$ cat src/rtl/snn_stdp_pkg.sv
// Shared types and constants for the STDP weight-update scheduler.
//   state_e      : scheduler FSM states
//   DT_W, W_W    : default delta-t and weight widths
//   W_MAX, W_MIN : saturation limits for the default weight width
package snn_stdp_pkg;

  localparam int unsigned DT_W = 8;
  localparam int unsigned W_W  = 24;

  localparam logic signed [W_W-1:0] W_MAX = {1'b0, {(W_W-1){1'b1}}};
  localparam logic signed [W_W-1:0] W_MIN = {1'b1, {(W_W-1){1'b0}}};

  typedef enum logic [1:0] {
    StIdle,
    StLookup,
    StAdd,
    StOut
  } state_e;

endpackage

$ cat src/rtl/rr_arbiter.sv
// Combinational round-robin arbiter.
//   req : request vector
//   ptr : highest-priority index; search runs upward from here and wraps
//   gnt : one-hot grant (all zero when no request)
//   idx : binary index of the granted bit (0 when no request)
module rr_arbiter #(
  parameter int unsigned N_REQ = 4
) (
  input  logic [N_REQ-1:0]         req,
  input  logic [$clog2(N_REQ)-1:0] ptr,
  output logic [N_REQ-1:0]         gnt,
  output logic [$clog2(N_REQ)-1:0] idx
);

  localparam int unsigned IdW = $clog2(N_REQ);

  logic           found;
  logic [IdW-1:0] pos;

  always_comb begin
    gnt   = '0;
    idx   = '0;
    found = 1'b0;
    pos   = '0;
    for (int unsigned k = 0; k < N_REQ; k++) begin
      pos = IdW'((32'(ptr) + k) % N_REQ);
      if (!found && req[pos]) begin
        found    = 1'b1;
        gnt[pos] = 1'b1;
        idx      = pos;
      end
    end
  end

endmodule

$ cat src/rtl/stdp_update_sched.sv
// Shares one registered LTD lookup table among N_REQ synapse-update requesters.
// Each granted request is looked up, added to its weight with signed saturation
// and presented on a valid/ready result channel. One request in flight at a time.
//   clk, rst       : clock, synchronous active-high reset
//   req_valid/dt/w : per-requester request, packed delta-t and current weight
//   req_ready      : one-hot accept strobe (IDLE only)
//   lut_in/lut_out : registered LUT address, LUT data one cycle later
//   upd_valid/id/w : saturated result, requester index; upd_ready consumes it
module stdp_update_sched #(
  parameter int unsigned N_REQ = 4,
  parameter int unsigned DT_W  = snn_stdp_pkg::DT_W,
  parameter int unsigned W_W   = snn_stdp_pkg::W_W
) (
  input  logic                     clk,
  input  logic                     rst,
  input  logic [N_REQ-1:0]         req_valid,
  input  logic [N_REQ*DT_W-1:0]    req_dt,
  input  logic [N_REQ*W_W-1:0]     req_w,
  output logic [N_REQ-1:0]         req_ready,
  output logic [DT_W-1:0]          lut_in,
  input  logic [W_W-1:0]           lut_out,
  output logic                     upd_valid,
  output logic [$clog2(N_REQ)-1:0] upd_id,
  output logic [W_W-1:0]           upd_w,
  input  logic                     upd_ready
);

  import snn_stdp_pkg::*;

  localparam int unsigned IdW = $clog2(N_REQ);
  localparam logic [W_W-1:0] SatMax = {1'b0, {(W_W-1){1'b1}}};
  localparam logic [W_W-1:0] SatMin = {1'b1, {(W_W-1){1'b0}}};

  state_e         state_q, state_d;
  logic [IdW-1:0] ptr_q, id_q;
  logic [W_W-1:0] w_q;

  logic [N_REQ-1:0] arb_gnt;
  logic [IdW-1:0]   arb_idx;

  logic [W_W:0]   sum;
  logic [W_W-1:0] sat;

  rr_arbiter #(
    .N_REQ(N_REQ)
  ) u_arb (
    .req(req_valid),
    .ptr(ptr_q),
    .gnt(arb_gnt),
    .idx(arb_idx)
  );

  // Sign-extend both operands one bit; the top two sum bits disagreeing means
  // overflow, and the top bit then gives the direction.
  always_comb begin
    sum = {w_q[W_W-1], w_q} + {lut_out[W_W-1], lut_out};
    sat = sum[W_W-1:0];
    if (sum[W_W] != sum[W_W-1]) begin
      sat = sum[W_W] ? SatMin : SatMax;
    end
  end

  always_comb begin
    state_d   = state_q;
    req_ready = '0;
    unique case (state_q)
      StIdle: begin
        if (|req_valid) begin
          req_ready = arb_gnt;
          state_d   = StLookup;
        end
      end
      StLookup: state_d = StAdd;
      StAdd:    state_d = StOut;
      StOut:    if (upd_ready) state_d = StIdle;
      default:  state_d = StIdle;
    endcase
  end

  always_ff @(posedge clk) begin
    if (rst) begin
      state_q   <= StIdle;
      ptr_q     <= '0;
      id_q      <= '0;
      w_q       <= '0;
      lut_in    <= '0;
      upd_valid <= 1'b0;
      upd_id    <= '0;
      upd_w     <= '0;
    end else begin
      state_q <= state_d;
      case (state_q)
        StIdle: begin
          if (|req_valid) begin
            id_q   <= arb_idx;
            w_q    <= req_w[W_W*arb_idx +: W_W];
            lut_in <= req_dt[DT_W*arb_idx +: DT_W];
            ptr_q  <= (arb_idx == IdW'(N_REQ-1)) ? '0 : arb_idx + 1'b1;
          end
        end
        StAdd: begin
          upd_w     <= sat;
          upd_id    <= id_q;
          upd_valid <= 1'b1;
          lut_in    <= '0;
        end
        StOut: begin
          if (upd_ready) upd_valid <= 1'b0;
        end
        default: ;
      endcase
    end
  end

endmodule
$ cat config.mk
export PLATFORM = sky130hd
export DESIGN_NAME = stdp_update_sched
export DESIGN_NICKNAME = d
export VERILOG_FILES = /design/src/rtl/snn_stdp_pkg.sv /design/src/rtl/rr_arbiter.sv /design/src/rtl/stdp_update_sched.sv
export SDC_FILE = /design/constraint.sdc
export NUM_CORES = 1
export LEC_CHECK = 0
export CAP_MARGIN = 30
export CORE_MARGIN = 2
export CORE_UTILIZATION = 49
export CTS_CLUSTER_DIAMETER = 30
export CTS_CLUSTER_SIZE = 25
export DETAILED_ROUTE_END_ITERATION = 16
export PLACE_DENSITY = 0.88
export SYNTH_ARGS = -nofsm -noshare
export SYNTH_HDL_FRONTEND = slang
export SYNTH_SLANG_ARGS = --single-unit
$ cat constraint.sdc
create_clock -name clk -period 7.15 [get_ports clk]
set_clock_uncertainty 0.2 [all_clocks]
set_input_delay 1.43 -clock clk [delete_from_list [all_inputs] [get_ports clk]]
set_output_delay 1.43 -clock clk [all_outputs]
set_load 0.03 [all_outputs]
# Yosys cells after proc, flatten, opt, wreduce, memory -nomap -nowiden
# Cells that the tools add are included.
# op_classes
add_sub_neg	5
mul	1
n_lt_le_gt_ge	8
eq_ne	7
shift	2
mux	39
n_bitwise	3
reduce_logical	18
# ops
operator	n
$shiftx A96 B8 Y24	1
$mux W24	2
$shiftx A32 B6 Y8	1
$add A24 B24 Y25	1
$mux W4	6
$pmux W8 S2	1
$mux W2	7
$lt A2 B3 Y1 const B	4
$mux W1	12
$or A4 B4 Y4	3
$bmux W1 S2	4
$demux W1 S2	4
$ge A2 B1 Y1 const B	4
$mux W8	1
$pmux W2 S4	1
$reduce_and A2 Y1	4
$logic_and A1 B1 Y1	7
$eq A2 B2 Y1 const B	3
$add A2 B1 Y2 const B	2
$add A2 B2 Y2 const B	2
$mul A2 B2 Y4 const A	1
$ne A2 B2 Y1 const B	2
$reduce_bool A2 Y1	2
$reduce_or A4 Y1	1
other kinds (5)	7
# word_totals
register_bits	65
input_bits	159
out_inout_bits	39
elab_cells	91

# Longest topological paths before layout
# Gate-level depths: netlist of the first run.
# depth
ltp_word	15
mapped_depth	15
mapped_depth_nobuf	12

# By module
# From an unflattened synthesis of the first run, not the netlist that was laid out.
# unflattened
hier_cells	579
hier_area_um2	5295.1
# modules_own_cells
module	instances	cells_per_inst	area_per_inst_um2	seq_area_each_um2
stdp_update_sched	1	531	4855.9	1301.2
rr_arbiter	1	48	439.2	0.0

# Least setup slack after synthesis of the first run
# Ideal clock, no wire load.
# synth_timing
path_kind	input -> output
from	in req_valid[3]
to	out req_ready[0]
t_arrival_ps	3031
required_ps	5520
setup_slack_ps	2489
cell_stages	7
n_path_buf	1
cell_sequence	clkbuf_1 -> mux4_2 -> nor2b_1 -> a22oi_1 -> nor2_1 -> a221oi_1 -> nor2_1
# synth_between
elab_chain_cells	14
elab_cells_between_ends	27
cone_classes	17 x mux; 3 x bitwise; 7 x reduce/logical
# synth_rtl
item	line_no	source
start, declared	stdp_update_sched.sv:16	input logic [N_REQ-1:0] req_valid,
$bmux W1 S2	rr_arbiter.sv:27	if (!found && req[pos]) begin
$mux W1 (implied by the code)	rr_arbiter.sv:27	
$mux W1	rr_arbiter.sv:27	
$logic_not A1 Y1	rr_arbiter.sv:27	
$logic_and A1 B1 Y1	rr_arbiter.sv:27	
$mux W1	rr_arbiter.sv:27	
$logic_not A1 Y1	rr_arbiter.sv:27	
$logic_and A1 B1 Y1	rr_arbiter.sv:27	
$mux W1	rr_arbiter.sv:27	
$logic_not A1 Y1	rr_arbiter.sv:27	
$logic_and A1 B1 Y1	rr_arbiter.sv:27	
$mux W4	rr_arbiter.sv:27	
$mux W4 (*)	stdp_update_sched.sv:68	if (|req_valid) begin
$mux W4 (*)	stdp_update_sched.sv:66	unique case (state_q)
end, declared	stdp_update_sched.sv:19	output logic [N_REQ-1:0] req_ready,
# Mark *: on every way between the ends. The rest lies on a longest branch, timed or not. The select of a mux whose other input is x is not followed.

# Final worst setup path of the first run
# layout_timing
from	in req_valid[2]
to	out req_ready[1]
# The elaborated chain is that of the path after synthesis.

==> qor.yml, run 1 <==
status: "finished, final reports clean"
detailroute.via_count: 5332
syn_area_per_cell_um2: 8.44
tightest_slew_ps: 1020
synthesis.nets: 818
via_per_inst: 5.68
path_clk_slew_ps: 70
r2r_start: "ptr_q[0]"
crit_path_end_kind: "primary output"
root_buffer: "clkbuf_8"
startpoint_type: "input pin"
postCtsSetupRepairBufs: 0
vdd_drop_max_mv: 0.211
die_w_um: 108
finalSetupViolations: 0
synth-xor-area-share_pct: 3.50
core_mm2: 0.0104
finalNetCount: 992
worst_hold_startpoint: "lut_in[4]"
cts_sinks: 65
synth_seq_cells: 65
synthAdderAreaFrac_pct: 8.90
seq_area_frac_synth_pct: 24.8
cp.required_ps: 5520
slew_viol_final: 0
cp.arrival_ps: 4150
row_count: 37
routed_wl_mm: 15.8
power_density_mw_per_mm2: 371
hold_violations: 0
fin_crit_sh_pct: 80.9
die-area_mm2: 0.0116
holdPathEnd: "lut_in[4]"
fillCellCount: 812
ctsResizeCount: 0
yosys.area_share.simple_pct: 15.0
finalCriticalPeriod_ps: 5780
first_pass_iters: 7
ctsHoldBuffers: 0
hold_slack_ps: 239
setup_ws_ps: 1370
dp_hpwl_mm: 12.3
ant_nets: 0
synth_flop_cell: "dfxtp_1"
fmax_mhz: 173
ys_types: 57
reg2reg_to: "w_q[22]"
cts_buffer_depth: 2
crit_type: "input pin to primary output"
rr_worst_depth: 13
grt_overflow: 0
numCtsBuffers: 9
yosys_warnings: 0
grt_pass1_vias: 5242
synth_top_family_by_area: "compound AO/OA/AOI/OAI gates"
die_y_um: 108
antenna_found_initial: 0
cap_violations: 0
maxSlewHeadroom_pct: 31.8
syn_area_mm2: 0.00526
rsz0062_at_grt: "false"
synth-compound-area-share_pct: 22.6
netlist_instances: 623
grt_pass1_wl_mm: 25.7
n_antenna_cell: 0
gp_congestion: 0.941
min-delay-path-class: "flip-flop to flip-flop"
routedWlPerCell_um: 16.8
drc: 0
io_pins: 198
clk-insertion-delay-late_ps: 350
synth_enable_flop_cells: 0
setup_tns_ps: 0
grt_max_degree: 68
p_leak_nw: 3.08
grt_use_total_pct: 28.0
critPathMaxFanout: 9
place_ws_ps: 1430
rrSetupSlack_ps: 2980
cts_tree: "yes"
h-tree-depth: 3
start_util_pct: 50.7
port_buffers: 197
drive_gt1_share_pct: 9.48
synthArstFlopShare_pct: 0
synth_mux_area_share_pct: 19.6
area_growth_pct: 42.1
drt_iter0_drc: 384
min_path_cells: 2
worst max path at each step:
stage | cells past startpoint | end | slack (ps) | from
floorplan | 7 | req_ready[0] | 2490 | req_valid[3]
global placement | 8 | req_ready[3] | 1630 | req_valid[3]
detailed placement | 8 | req_ready[1] | 1430 | req_valid[3]
CTS | 8 | req_ready[1] | 1410 | req_valid[3]
global route | 8 | req_ready[0] | 1240 | req_valid[2]
finish | 8 | req_ready[1] | 1370 | req_valid[2]
cell usage in the layout, fill, tap and decap left out, types with 2 or more instances in the layout:
cell type	synthesis	final
buf_4	1	5
nand2_1	45	45
mux2_2	40	40
buf_16	0	2
nand2b_1	6	6
clkbuf_8	0	12
mux2i_1	51	51
xor2_1	8	8
xnor2_1	13	13
a311oi_1	5	5
nand3_1	6	6
a221oi_1	4	4
inv_1	16	16
clkinvlp_4	0	2
ha_1	35	35
nor2b_1	6	6
clkdlybuf4s50_1	0	196
o21ai_0	45	45
dfxtp_1	65	65
a22oi_1	12	12
mux4_2	3	3
and3_1	2	2
a21boi_0	2	2
nor2_1	59	58
nand3b_1	23	23
a211o_1	3	3
a21oi_1	47	47
a211oi_1	25	25
nor3_1	5	5
a31oi_1	3	3
o211ai_1	6	6
o21ai_1	14	13
a21o_1	11	11
synthesized netlist by cell type (2+ instances only):
master    number  area, um2
nand2_1       45        169
a311oi_1       5       43.8
a21o_1        11       82.6
and3_1         2       12.5
xor2_1         8       70.1
buf_6          5       56.3
nand3b_1      23        173
a211oi_1      25        188
nand2b_1       6       37.5
o211ai_1       6       45.0
a21oi_1       47        235
nor2b_1        6       37.5
a21boi_0       2       15.0
mux4_2         3       67.6
buf_2          4       20.0
buf_8          2       30.0
a22oi_1       12       90.1
o21ai_0       45        225
mux2i_1       51        510
a211o_1        3       26.3
a31oi_1        3       18.8
clkbuf_1      27        101
a221oi_1       4       35.0
dfxtp_1       65       1300
nand3_1        6       30.0
nor2_1        59        221
nor3_1         5       25.0
o21ai_1       14       70.1
ha_1          35        438
xnor2_1       13        114
mux2_2        40        450
inv_1         16       60.1
cell type report:
type                            instances  area, um2  area share, %
Clock inverter                          4       50.0          0.670
Timing Repair Buffer                  204       2060           27.6
Clock buffer                           12        165           2.21
Multi-Input combinational cell        501       3660           49.0
Inverter                               16       60.1          0.804
Sequential cell                        65       1300           17.4
Tap cell                              136        170           2.28
cells by family (layout without fill, tap and decap cells):
group	count (synthesis)	after routing
AO/OA/AOI/OAI	188	188
XOR/XNOR	21	21
adder cells (fa/ha/maj)	37	37
buffers and inverters	57	236
flip-flops	65	65
multiplexers	94	94
AND/OR/NAND/NOR	161	161
critical path: stages:
cell             delay (ps)
clkdlybuf4s50_1         550
mux4_2                  610
nor2b_1                 360
a22oi_1                 130
nor2_1                  110
a221oi_1                 50
nor2_1                  170
clkdlybuf4s50_1         720
per-layer routing:
| layer | track usage [%] | vias to the layer above | share of wire [%] |
|---|---|---|---|
| met5 | 0 | - | 0 |
| met2 | 48.9 | 209 | 49 |
| met1 | 33.9 | 2464 | 41 |
| met3 | 6.11 | 25 | 7.2 |
| met4 | 9.52 | 0 | 2.2 |
| li1 | - | 2634 | - |
stage by stage:
step           area [um2]  std cells  utilization [%]  total power [mW]
2_1_floorplan        5260        623                -              1.94
3_3_place_gp         7190        919             69.3              2.32
3_5_place_dp         7230        921             69.7              2.41
4_1_cts              7440        937             71.8              2.75
5_1_grt              7470        938             72.0              2.98
6_report             7470        938             72.0              2.77
where the power goes:
part	internal, mW	switching [mW]
registers	0.489	0.0885
clock network	0.189	0.145
logic	0.839	1.02
registers in the layout, summed over array words and instances, names as in the netlist:
register	cells
upd_id	2
lut_in	8
ptr_q	2
w_q	24
upd_w	24
id_q	2
upd_valid	1
state_q	2
Power figures use the tool's default switching activity.
==> run 2, diff against run 1 <==
--- a/config.mk
+++ b/config.mk
@@ -7,11 +7,11 @@
 export LEC_CHECK = 0
 export CAP_MARGIN = 30
 export CORE_MARGIN = 2
-export CORE_UTILIZATION = 49
+export CORE_UTILIZATION = 41
 export CTS_CLUSTER_DIAMETER = 30
 export CTS_CLUSTER_SIZE = 25
 export DETAILED_ROUTE_END_ITERATION = 16
-export PLACE_DENSITY = 0.88
+export PLACE_DENSITY = 0.78
 export SYNTH_ARGS = -nofsm -noshare
 export SYNTH_HDL_FRONTEND = slang
 export SYNTH_SLANG_ARGS = --single-unit
==> constraint.sdc (replaced) <==
create_clock -name clk -period 5.19 [get_ports clk]
set_clock_uncertainty 0.2 [all_clocks]
set_input_delay 1.038 -clock clk [delete_from_list [all_inputs] [get_ports clk]]
set_output_delay 1.038 -clock clk [all_outputs]
set_load 0.03 [all_outputs]
==> qor.yml, run 2 (synthesized netlist as in run 1, its figures left out) <==
fmax_mhz: 203
path_clk_slew_ps: 50  # -20 ps
dp.cells: 957  # +3.9%
rsz0062_at_grt: "false"
final_cells: 973  # +3.7%
first_pass_iters: 4  # -3
final_cell_mix: "clkdlybuf4s50_1, dfxtp_1, nor2_1"
antenna_found_initial: 0  # unchanged
fin_crit_sh_pct: 94.7
root_buffer: "clkbuf_16"
crit_chain: "clkdlybuf4s50_1 > mux4_2 > nor2b_1 > a22oi_1 > nor2_1 > a221oi_1 > nor2_1 > clkdlybuf4s50_1"
hold_violations: 0  # unchanged
numCtsBuffers: 9  # unchanged
crit_type: "input pin to primary output"
cts_tree: "yes"
grt_max_degree: 62  # -8.8%
rrSetupSlack_ps: 1010  # -1970 ps
critPathLaunch: "req_valid[3]"
tightest_slew_ps: 992  # -31.6 ps
die-area_mm2: 0.0137  # +19%
vdd_drop_max_mv: 0.272  # +29%
ant_nets: 0  # unchanged
cts_buffer_depth: 2  # unchanged
drive_gt1_share_pct: 9.11  # -0.36 points
via_per_inst: 5.34  # -6.1%
finalSetupViolations: 0  # unchanged
reg_top3: "upd_w: 24 flops, w_q: 24 flops, lut_in: 8 flops"
power_density_mw_per_mm2: 515  # +39%
io_pins: 198  # unchanged
core_mm2: 0.0126  # +21%
die_w_um: 117  # +9.0%
row_count: 41  # +11%
routedWlPerCell_um: 16.5  # -1.7%
routed_wl_mm: 16.1  # +2.0%
totalPowerFinal_mw: 3.89  # +41%
h-tree-depth: 3  # unchanged
placed_area_mm2: 0.00726  # +0.52%
status: "finished, final reports clean"
endpoint: "req_ready[2]"
grt_overflow: 0  # unchanged
slew_viol_final: 0  # unchanged
cp.required_ps: 3950  # -1570 ps
grt_pass1_vias: 5101  # -2.7%
drt_iter0_drc: 367  # -4.4%
die_y_um: 117  # +9.0%
critPathMaxFanout: 9  # unchanged
detailroute.via_count: 5191  # -2.6%
reg2reg_to: "w_q[1]"
p_leak_nw: 3.11  # +0.77%
grt_pass1_wl_mm: 25.2  # -1.7%
final_common_cell: "clkdlybuf4s50_1"
cp.arrival_ps: 3680  # -470 ps
gp_congestion: 0.858  # -8.7%
min-delay-path-class: "flip-flop to flip-flop"
setup_tns_ps: 0  # unchanged
dp_hpwl_mm: 12.9  # +4.6%
r2r_start: "ptr_q[0]"
clk-insertion-delay-late_ps: 340  # about the same
fin_area_mm2: 0.00755  # +1.2%
port_buffers: 197  # unchanged
maxSlewHeadroom_pct: 33.9  # +2.1 points
fin_util_pct: 60.1  # -12 points
grt_use_total_pct: 23.8  # -4.3 points
cap_violations: 0  # unchanged
area_growth_pct: 43.7
max_stage_delay_ps: 680  # -40 ps
startpoint_type: "input pin"
ctsHoldBuffers: 0  # unchanged
finalCriticalPeriod_ps: 4910
drc: 0  # unchanged
finalNetCount: 991  # -0.10%
start_util_pct: 41.8  # -8.9 points
crit_slowest_cell: "clkdlybuf4s50_1"
cts_sinks: 65  # unchanged
rr_worst_depth: 12  # -1
n_antenna_cell: 0  # unchanged
crit_path_end_kind: "primary output"
-- run 2: how the worst min path moves through the flow --
| stage | slack (ps) | end | startpoint | cells past startpoint |
|---|---|---|---|---|
| after floorplan | 260 | w_q[10] | w_q[10] | 2 |
| after global placement | 220 | lut_in[5] | lut_in[5] | 2 |
| after detailed placement | 230 | lut_in[5] | lut_in[5] | 2 |
| after CTS | 240 | lut_in[2] | lut_in[2] | 2 |
| after global routing | 260 | lut_in[0] | lut_in[0] | 2 |
| final | 240 | lut_in[2] | lut_in[2] | 2 |
-- run 2: report_power, final --
| part | switching [mW] | internal [mW] | total [mW] |
|---|---|---|---|
| combinational | 1.37 | 1.12 | 2.49 |
| clock | 0.220 | 0.384 | 0.603 |
| sequential | 0.126 | 0.675 | 0.801 |
| total | 1.71 | 2.18 | 3.89 |
-- run 2: routing by layer --
layer	vias to the layer above	share of wire, %	GRT usage [%]
li1	2632	-	-
met1	2360	43	29.2
met2	181	49	41.4
met3	18	6.5	6.08
met4	0	1.8	6.04
met5	-	0	0
-- run 2: repair_timing --
action	4_1_cts	5_1_grt
gates resized for setup	0	1
endpoints found under the setup margin	0	4
hold endpoints to repair	0	0
buffers inserted	0	0
-- run 2: through the flow --
stage | setup WS (ps) | hold slack (ps)
6_report | 276 | 236
5_1_grt | 112 | 255
4_1_cts | 89.9 | 239
3_5_place_dp | 309 | 231
3_3_place_gp | 500 | 225
2_1_floorplan | 1310 | 256
-- run 2: area by class of cell --
type	count	area [um2]
multi-input combinational	501	3660
clock inverter	3	40.0
clock buffer	13	250
tap	172	215
inverter	16	60.1
sequential	65	1300
fill	1156	5010
timing repair buffer	203	2020
-- run 2: worst max-delay path, delay by kind of cell --
kind,cells,cell delay (ps)
compound gates,2,190
buf+inv,2,1240
mux,1,610
simple gates,3,600
==> run 3, diff against run 2 <==
--- a/config.mk
+++ b/config.mk
@@ -7,11 +7,11 @@
 export LEC_CHECK = 0
 export CAP_MARGIN = 30
 export CORE_MARGIN = 2
-export CORE_UTILIZATION = 41
+export CORE_UTILIZATION = 35
 export CTS_CLUSTER_DIAMETER = 30
 export CTS_CLUSTER_SIZE = 25
 export DETAILED_ROUTE_END_ITERATION = 16
-export PLACE_DENSITY = 0.78
+export PLACE_DENSITY = 0.68
 export SYNTH_ARGS = -nofsm -noshare
 export SYNTH_HDL_FRONTEND = slang
 export SYNTH_SLANG_ARGS = --single-unit
==> qor.yml, run 3 (synthesized netlist as in run 1, its figures left out) <==
drt_iter0_drc: 259  # -29%
final_cell_mix: "clkdlybuf4s50_1, dfxtp_1, nor2_1"
drc: 0  # unchanged
routedWlPerCell_um: 16.2  # -1.9%
area_growth_pct: 44.7
grt_use_total_pct: 19.7  # -4.1 points
slew_viol_final: 0  # unchanged
min-delay-path-class: "flip-flop to flip-flop"
finalSetupViolations: 0  # unchanged
fin_crit_sh_pct: 95.1  # +0.37 points
h-tree-depth: 3  # unchanged
crit_path_end_kind: "primary output"
cp.required_ps: 3950  # about the same
fillCellCount: 1348  # +17%
startpoint_type: "input pin"
row_count: 44  # +7.3%
grt_max_degree: 62  # unchanged
routed_wl_mm: 16.0  # -0.58%
status: "finished, final reports clean"
die_y_um: 127  # +7.9%
setup_tns_ps: 0  # unchanged
reg_top3: "upd_w: 24 flops, w_q: 24 flops, lut_in: 8 flops"
root_buffer: "clkbuf_16"
p_leak_nw: 3.12  # +0.51%
gp_congestion: 0.820  # -4.5%
dp.cells: 971  # +1.5%
critPathMaxFanout: 9  # unchanged
maxSlewHeadroom_pct: 53.2  # +19 points
io_pins: 198  # unchanged
rsz0062_at_grt: "false"
n_antenna_cell: 0  # unchanged
vdd_drop_max_mv: 0.269  # -1.2%
hold_slack_ps: 236  # +0.346 ps
start_util_pct: 36.0  # -5.8 points
die-area_mm2: 0.0160  # +17%
crit_chain: "clkdlybuf4s50_1 > mux4_2 > nor2b_1 > a22oi_1 > nor2_1 > a221oi_1 > nor2_1 > clkdlybuf4s50_1"
via_per_inst: 5.28  # -0.94%
crit_slowest_cell: "clkdlybuf4s50_1"
grt_pass1_vias: 5073  # -0.55%
crit_type: "input pin to primary output"
final_cells: 986  # +1.3%
first_pass_iters: 5  # +1
antenna_found_initial: 0  # unchanged
cap_violations: 0  # unchanged
fmax_mhz: 203  # -0.39%
tightest_slew_ps: 697  # -295 ps
totalPowerFinal_mw: 3.91  # +0.34%
cts_sinks: 65  # unchanged
clk-insertion-delay-late_ps: 330  # about the same
hold_violations: 0  # unchanged
final_common_cell: "clkdlybuf4s50_1"
fin_util_pct: 52.1  # -8.0 points
drive_gt1_share_pct: 9.48  # +0.36 points
finalCriticalPeriod_ps: 4930  # +19.0 ps
numCtsBuffers: 9  # unchanged
grt_overflow: 0  # unchanged
ant_nets: 0  # unchanged
grt_pass1_wl_mm: 25.3  # +0.44%
die_w_um: 127  # +7.9%
postCtsSetupRepairBufs: 0  # unchanged
cp.arrival_ps: 3700  # +20 ps
dp_hpwl_mm: 12.9  # -0.18%
path_clk_slew_ps: 50  # about the same
port_buffers: 197  # unchanged
detailroute.via_count: 5211  # +0.39%
power_density_mw_per_mm2: 513  # -0.36%
core_mm2: 0.0146  # +16%
max_stage_delay_ps: 670  # about the same
cts_buffer_depth: 2  # unchanged
finalNetCount: 994  # +0.30%
cts_tree: "yes"
run 3: changes by cell type in the layout (fill, tap and decap cells not counted), sizes merged:
cell,previous run,this run
buf,7,10
clkbuf,13,11
clkinv,2,1
clkinvlp,0,1
run 3: worst paths after layout:
| check | start | endpoint | slack [ps] | depth (start not counted) |
|---|---|---|---|---|
| worst min-delay path | lut_in[1] | lut_in[1] | 240 | 2 |
| worst min register to register | lut_in[1] | lut_in[1] | 240 | 2 |
| worst max register to register | ptr_q[0] | w_q[18] | 1160 | 12 |
| worst max-delay path | req_valid[3] | req_ready[3] | 260 | 8 |
run 3: power by group:
part / leakage (nW) / switching (mW) / internal (mW)
Clock: 0.137 / 0.206 / 0.378
Sequential: 0.535 / 0.124 / 0.676
Combinational: 2.45 / 1.39 / 1.13
Total: 3.12 / 1.72 / 2.19
run 3: per-layer routing:
metal	wire [um]	track usage, %
met1	7150	25.0
met2	7410	32.5
met3	1020	4.47
met4	419	7.63
met5	0	0
run 3: cell type report:
cell class	count	area (um2)	area share (%)
clock buffers	11	243	3.19
clock inverters	3	42.5	0.559
inverters	16	60.1	0.789
multi-input cells	501	3660	48.1
flip-flops and latches	65	1300	17.1
well taps	184	230	3.03
repair buffers	206	2070	27.2
run 3: timing repair:
action	CTS	global route
endpoints found under the setup margin	0	4
resized for setup	0	1
hold buffers	0	0
run 3: stage by stage:
stage / cell area, um2 / setup WS [ps]
after detailed placement: 7290 / 320
after floorplan: 5260 / 1310
after global placement: 7290 / 506
after global routing: 7610 / 42.8
after CTS: 7580 / 58.8
final: 7610 / 256
run 3: worst max-delay path: cells and delay by family:
kind,cells,cell delay [ps]
simple gates,3,600
mux,1,610
buf+inv,2,1230
compound gates,2,200
==> RTL edit 1 (settings of run 3) <==
The 4 states of `state_e` get a Gray code encoding in 2 bits.
--- a/src/rtl/snn_stdp_pkg.sv
+++ b/src/rtl/snn_stdp_pkg.sv
@@ -11,10 +11,10 @@
   localparam logic signed [W_W-1:0] W_MIN = {1'b1, {(W_W-1){1'b0}}};
 
   typedef enum logic [1:0] {
-    StIdle,
-    StLookup,
-    StAdd,
-    StOut
+    StIdle   = 2'b00,
+    StLookup = 2'b01,
+    StAdd    = 2'b11,
+    StOut    = 2'b10
   } state_e;
 
 endpackage
Function: no difference found for any inputs over 4 cycles, from zero or initial values and one cycle with rst high; so few cycles prove little.
==> RTL edit 1 against run 3 <==
- power shrank 33%
- wire length shrank 0.64%
- sequential cell count is the same
- global-route usage grew 0.86 points
- via count shrank 1.7%
- synthesized area shrank 3.1%
- worst setup slack lost 0.061 ns
- design area shrank 2.3%
==> RTL edit 1: results (changes against run 3) <==
[routing]
drt_iter0_markers = 260  ; +0.39%
vias_per_cell = 5.384  ; +1.9%
route.met2.wl_um = 7666  ; +3.4%
wire_per_inst_um = 16.72  ; +3.0%
met1Wirelength_um = 7020  ; -1.9%
routed-wl-met3_um = 978  ; -4.0%
drt-pass1-iter-count = 6  ; +1

[status]
outcome = completed

[global_route]
grtUsageMet1_pct = 25.83  ; +0.84 points
grt_pass1_vias = 5184  ; +2.2%
use_met3_pct = 4.854  ; +0.38 points
grt_usage_pct = 20.56  ; +0.86 points
grt_pass1_wl_um = 26030  ; +2.7%
grt_max_degree = 57  ; -8.1%
grt_util_met2_pct = 35.42  ; +2.9 points

[power]
p_seq_mw = 0.638  ; -20%
power.internal_mw = 1.566  ; -28%
ir_worst_vdd_mv = 0.1587  ; -41%
power_leakage_nw = 2.920  ; -6.5%
p_comb_share_pct = 51.7  ; -13 points
combinationalPower_mw = 1.34  ; -47%

[synthesis]
syn_nets = 778  ; -4.9%
ys.flop_type = dfxtp_1
yosys.area_share.adder_pct = 8.894  ; about the same
synth.distinct_cells = 58  ; +1.8%
synth.top_cells.by_count = 65 x dfxtp_1, 65 x mux2i_1, 61 x nor2_1
synth_compound_area_share_pct = 27.84  ; +5.2 points
muxShareOfSynthArea_pct = 14.10  ; -5.5 points
synth_seq_area_share_pct = 25.55  ; +0.80 points
synth_area_leaders = dfxtp_1 26%, mux2i_1 13%, ha_1 7.6%, a211oi_2 5.7%, o221ai_1 5.5%
synthXorXnorAreaFrac_pct = 3.784  ; +0.29 points

[layout]
nFillCells = 1328  ; -1.5%
drive_above_1_share_pct = 8.996  ; -0.48 points
fin_nets = 953  ; -4.1%

[sta]
relSlewSlack_pct = 39.27  ; -14 points

[worst_setup_path]
cp.arrival_ns = 3.76  ; +0.06 ns

[clocking]
clk_latency_ns = 0.34
cts_hold_buffers = 0  ; unchanged

[place]
dp_hpwl_um = 12630  ; -2.0%
gp_congestion = 0.9062  ; +11%
place_ws_ns = 0.2786  ; -0.04158 ns

RTL edit 1: final timing paths:
path | end | cells after the start | start | slack (ns)
worst min-delay path | lut_in[4] | 2 | lut_in[4] | 0.26
worst min register to register | lut_in[4] | 2 | lut_in[4] | 0.26
worst max-delay path | req_ready[1] | 8 | req_valid[3] | 0.20
worst max register to register | upd_w[15] | 11 | w_q[0] | 1.67
RTL edit 1: area by class of cell:
class                           instances  area share, %
Clock buffer                           10          3.215
Clock inverter                          6         0.8921
Inverter                                7         0.3535
Multi-Input combinational cell        473          47.03
Sequential cell                        65          17.51
Tap cell                              184          3.097
Timing Repair Buffer                  206          27.91
RTL edit 1: metrics by stage:
step,utilization (%),hold slack [ns],cells,instance area [um^2]
global route,51.73,0.2860,951,7433
floorplan,-,0.2323,587,5092
CTS,51.73,0.2606,951,7433
finish,51.73,0.2568,951,7433
global placement,49.31,0.2442,933,7086
detailed placement,49.61,0.2511,935,7128
==> RTL edit 2 (config.mk and constraints of run 3) <==
Made on the original files. `N_REQ` is set to 4 in 2 places; all go to 2.
--- a/src/rtl/rr_arbiter.sv
+++ b/src/rtl/rr_arbiter.sv
@@ -4,7 +4,7 @@
 //   gnt : one-hot grant (all zero when no request)
 //   idx : binary index of the granted bit (0 when no request)
 module rr_arbiter #(
-  parameter int unsigned N_REQ = 4
+  parameter int unsigned N_REQ = 2
 ) (
   input  logic [N_REQ-1:0]         req,
   input  logic [$clog2(N_REQ)-1:0] ptr,
--- a/src/rtl/stdp_update_sched.sv
+++ b/src/rtl/stdp_update_sched.sv
@@ -7,7 +7,7 @@
 //   lut_in/lut_out : registered LUT address, LUT data one cycle later
 //   upd_valid/id/w : saturated result, requester index; upd_ready consumes it
 module stdp_update_sched #(
-  parameter int unsigned N_REQ = 4,
+  parameter int unsigned N_REQ = 2,
   parameter int unsigned DT_W  = snn_stdp_pkg::DT_W,
   parameter int unsigned W_W   = snn_stdp_pkg::W_W
 ) (
Interface: changed (5 resized); port bits go from 198 to 129. The function was not compared with the original's and may differ.
==> RTL edit 2 against run 3 <==
- wire length down 27%
- synthesized area shrank 21%
- synthesized cell count down 19%
- sequential power shrank 5.3%
- critical path depth is 2 higher
- sequential share of layout area grew 4.3 points
- design area fell by 24%
- first-iteration DRC count fell by 50%
- sequential cell count decreased by 3
- worst setup slack improved by 0.73 ns
- power fell by 11%
==> RTL edit 2: results (changes against run 3) <==
[status]
outcome = completed

[place]
io_buffers = 128  ; -35%
place_area_mm2 = 0.005455  ; -25%
gp_congestion = 0.8540  ; +4.2%
dp_hpwl_um = 9001  ; -30%

[routing]
drt_iter0_markers = 129  ; -50%
drt-pass1-iter-count = 5  ; unchanged
wire_per_inst_um = 15.22  ; -6.2%
vias_per_cell = 5.218  ; -1.3%

[power]
ir_worst_vdd_mv = 0.3603  ; +34%
combinationalPower_mw = 2.03  ; -19%
seqPwrFrac_pct = 21.7  ; +1.2 points
power_density_mw_per_mm2 = 600.8  ; +17%
p_switching_mw = 1.476  ; -14%
power_leakage_nw = 2.230  ; -29%

[layout]
largestRegisters = upd_w x24, w_q x24, lut_in x8
fin_nets = 740  ; -26%
nFillCells = 1090  ; -19%
drive_above_1_share_pct = 11.86  ; +2.4 points

[synthesis]
synth.distinct_cells = 52  ; -8.8%
ys.flop_type = dfxtp_1
synth_warnings = 0  ; unchanged
synth_compound_area_share_pct = 26.03  ; +3.4 points
async_reset_ff_share_pct = 0  ; unchanged
yosys.area_share.adder_pct = 14.58  ; +5.7 points
synth_seq_area_share_pct = 30.06  ; +5.3 points
synth_area_leaders = dfxtp_1 30%, ha_1 8.2%, nand2_1 7.3%, nor2_1 6.4%, a211oi_2 5.8%
synth.top_cells.by_count = 80 x nand2_1, 70 x nor2_1, 62 x dfxtp_1
syn_nets = 628  ; -23%
synthXorXnorAreaFrac_pct = 5.061  ; +1.6 points
muxShareOfSynthArea_pct = 0.7273  ; -19 points

[worst_setup_path]
rrSetupSlack_ns = 1.80  ; +0.64 ns
path_delay_family = compound AO/OA/AOI/OAI gates
ff2ff_path_depth = 12  ; unchanged
slowest_delay_ns = 0.69  ; +0.02 ns
cp_max_fo = 24  ; +15
cp.arrival_ns = 4.18  ; +0.48 ns
cp-endpoint = upd_w[8]
critPathLaunch = lut_out[7]
r2r-start = w_q[0]
critPathSlowestCell = a31oi_4

[sta]
holdWs_ns = 0.2845  ; +0.04852 ns
worst_slew_pin_slew_ns = 0.9870  ; +0.2902 ns

[global_route]
grt_pass1_vias = 4105  ; -19%
grt_max_degree = 53  ; -15%
grt_usage_pct = 18.85  ; -0.85 points
grt_pass1_wl_um = 19330  ; -24%
antenna_found_initial = 0  ; unchanged

[min_path]
hold_start = upd_w[0]
holdPathEnd = upd_w[0]
min_path_cells = 2  ; unchanged

[clocking]
clk_latency_ns = 0.33  ; about the same
clockBufferDepth = 2  ; unchanged
clk_pin_slew_ns = 0.05  ; about the same
cts-resized-gates = 0  ; unchanged
root_buffer = clkbuf_16

[RTL edit 2: cell type report]
type | count | area [um^2] | share of cell area, %
flip-flops and latches | 62 | 1241 | 21.38
inverters | 16 | 60.06 | 1.034
clock buffers | 13 | 260.3 | 4.483
multi-input cells | 397 | 2661 | 45.84
clock inverters | 3 | 90.09 | 1.552
repair buffers | 133 | 1314 | 22.63
well taps | 143 | 178.9 | 3.082
[RTL edit 2: metal layers]
| metal | global-route usage [%] | routed length (um) | vias up |
|---|---|---|---|
| met3 | 4.644 | 784 | 16 |
| met1 | 23.26 | 5219 | 1839 |
| met5 | 0 | 0 | - |
| li1 | - | - | 2029 |
| met4 | 7.886 | 255 | 0 |
| met2 | 31.38 | 5416 | 118 |
[RTL edit 2: through the flow]
stage                     setup WS [ns]  cells  util (%)
final                            0.9838    767     50.63
after global routing             0.7555    767     50.63
after CTS                        0.9873    767     50.63
after detailed placement         0.6655    751     47.57
after global placement           0.7446    751     47.57
after floorplan                   1.590    507         -
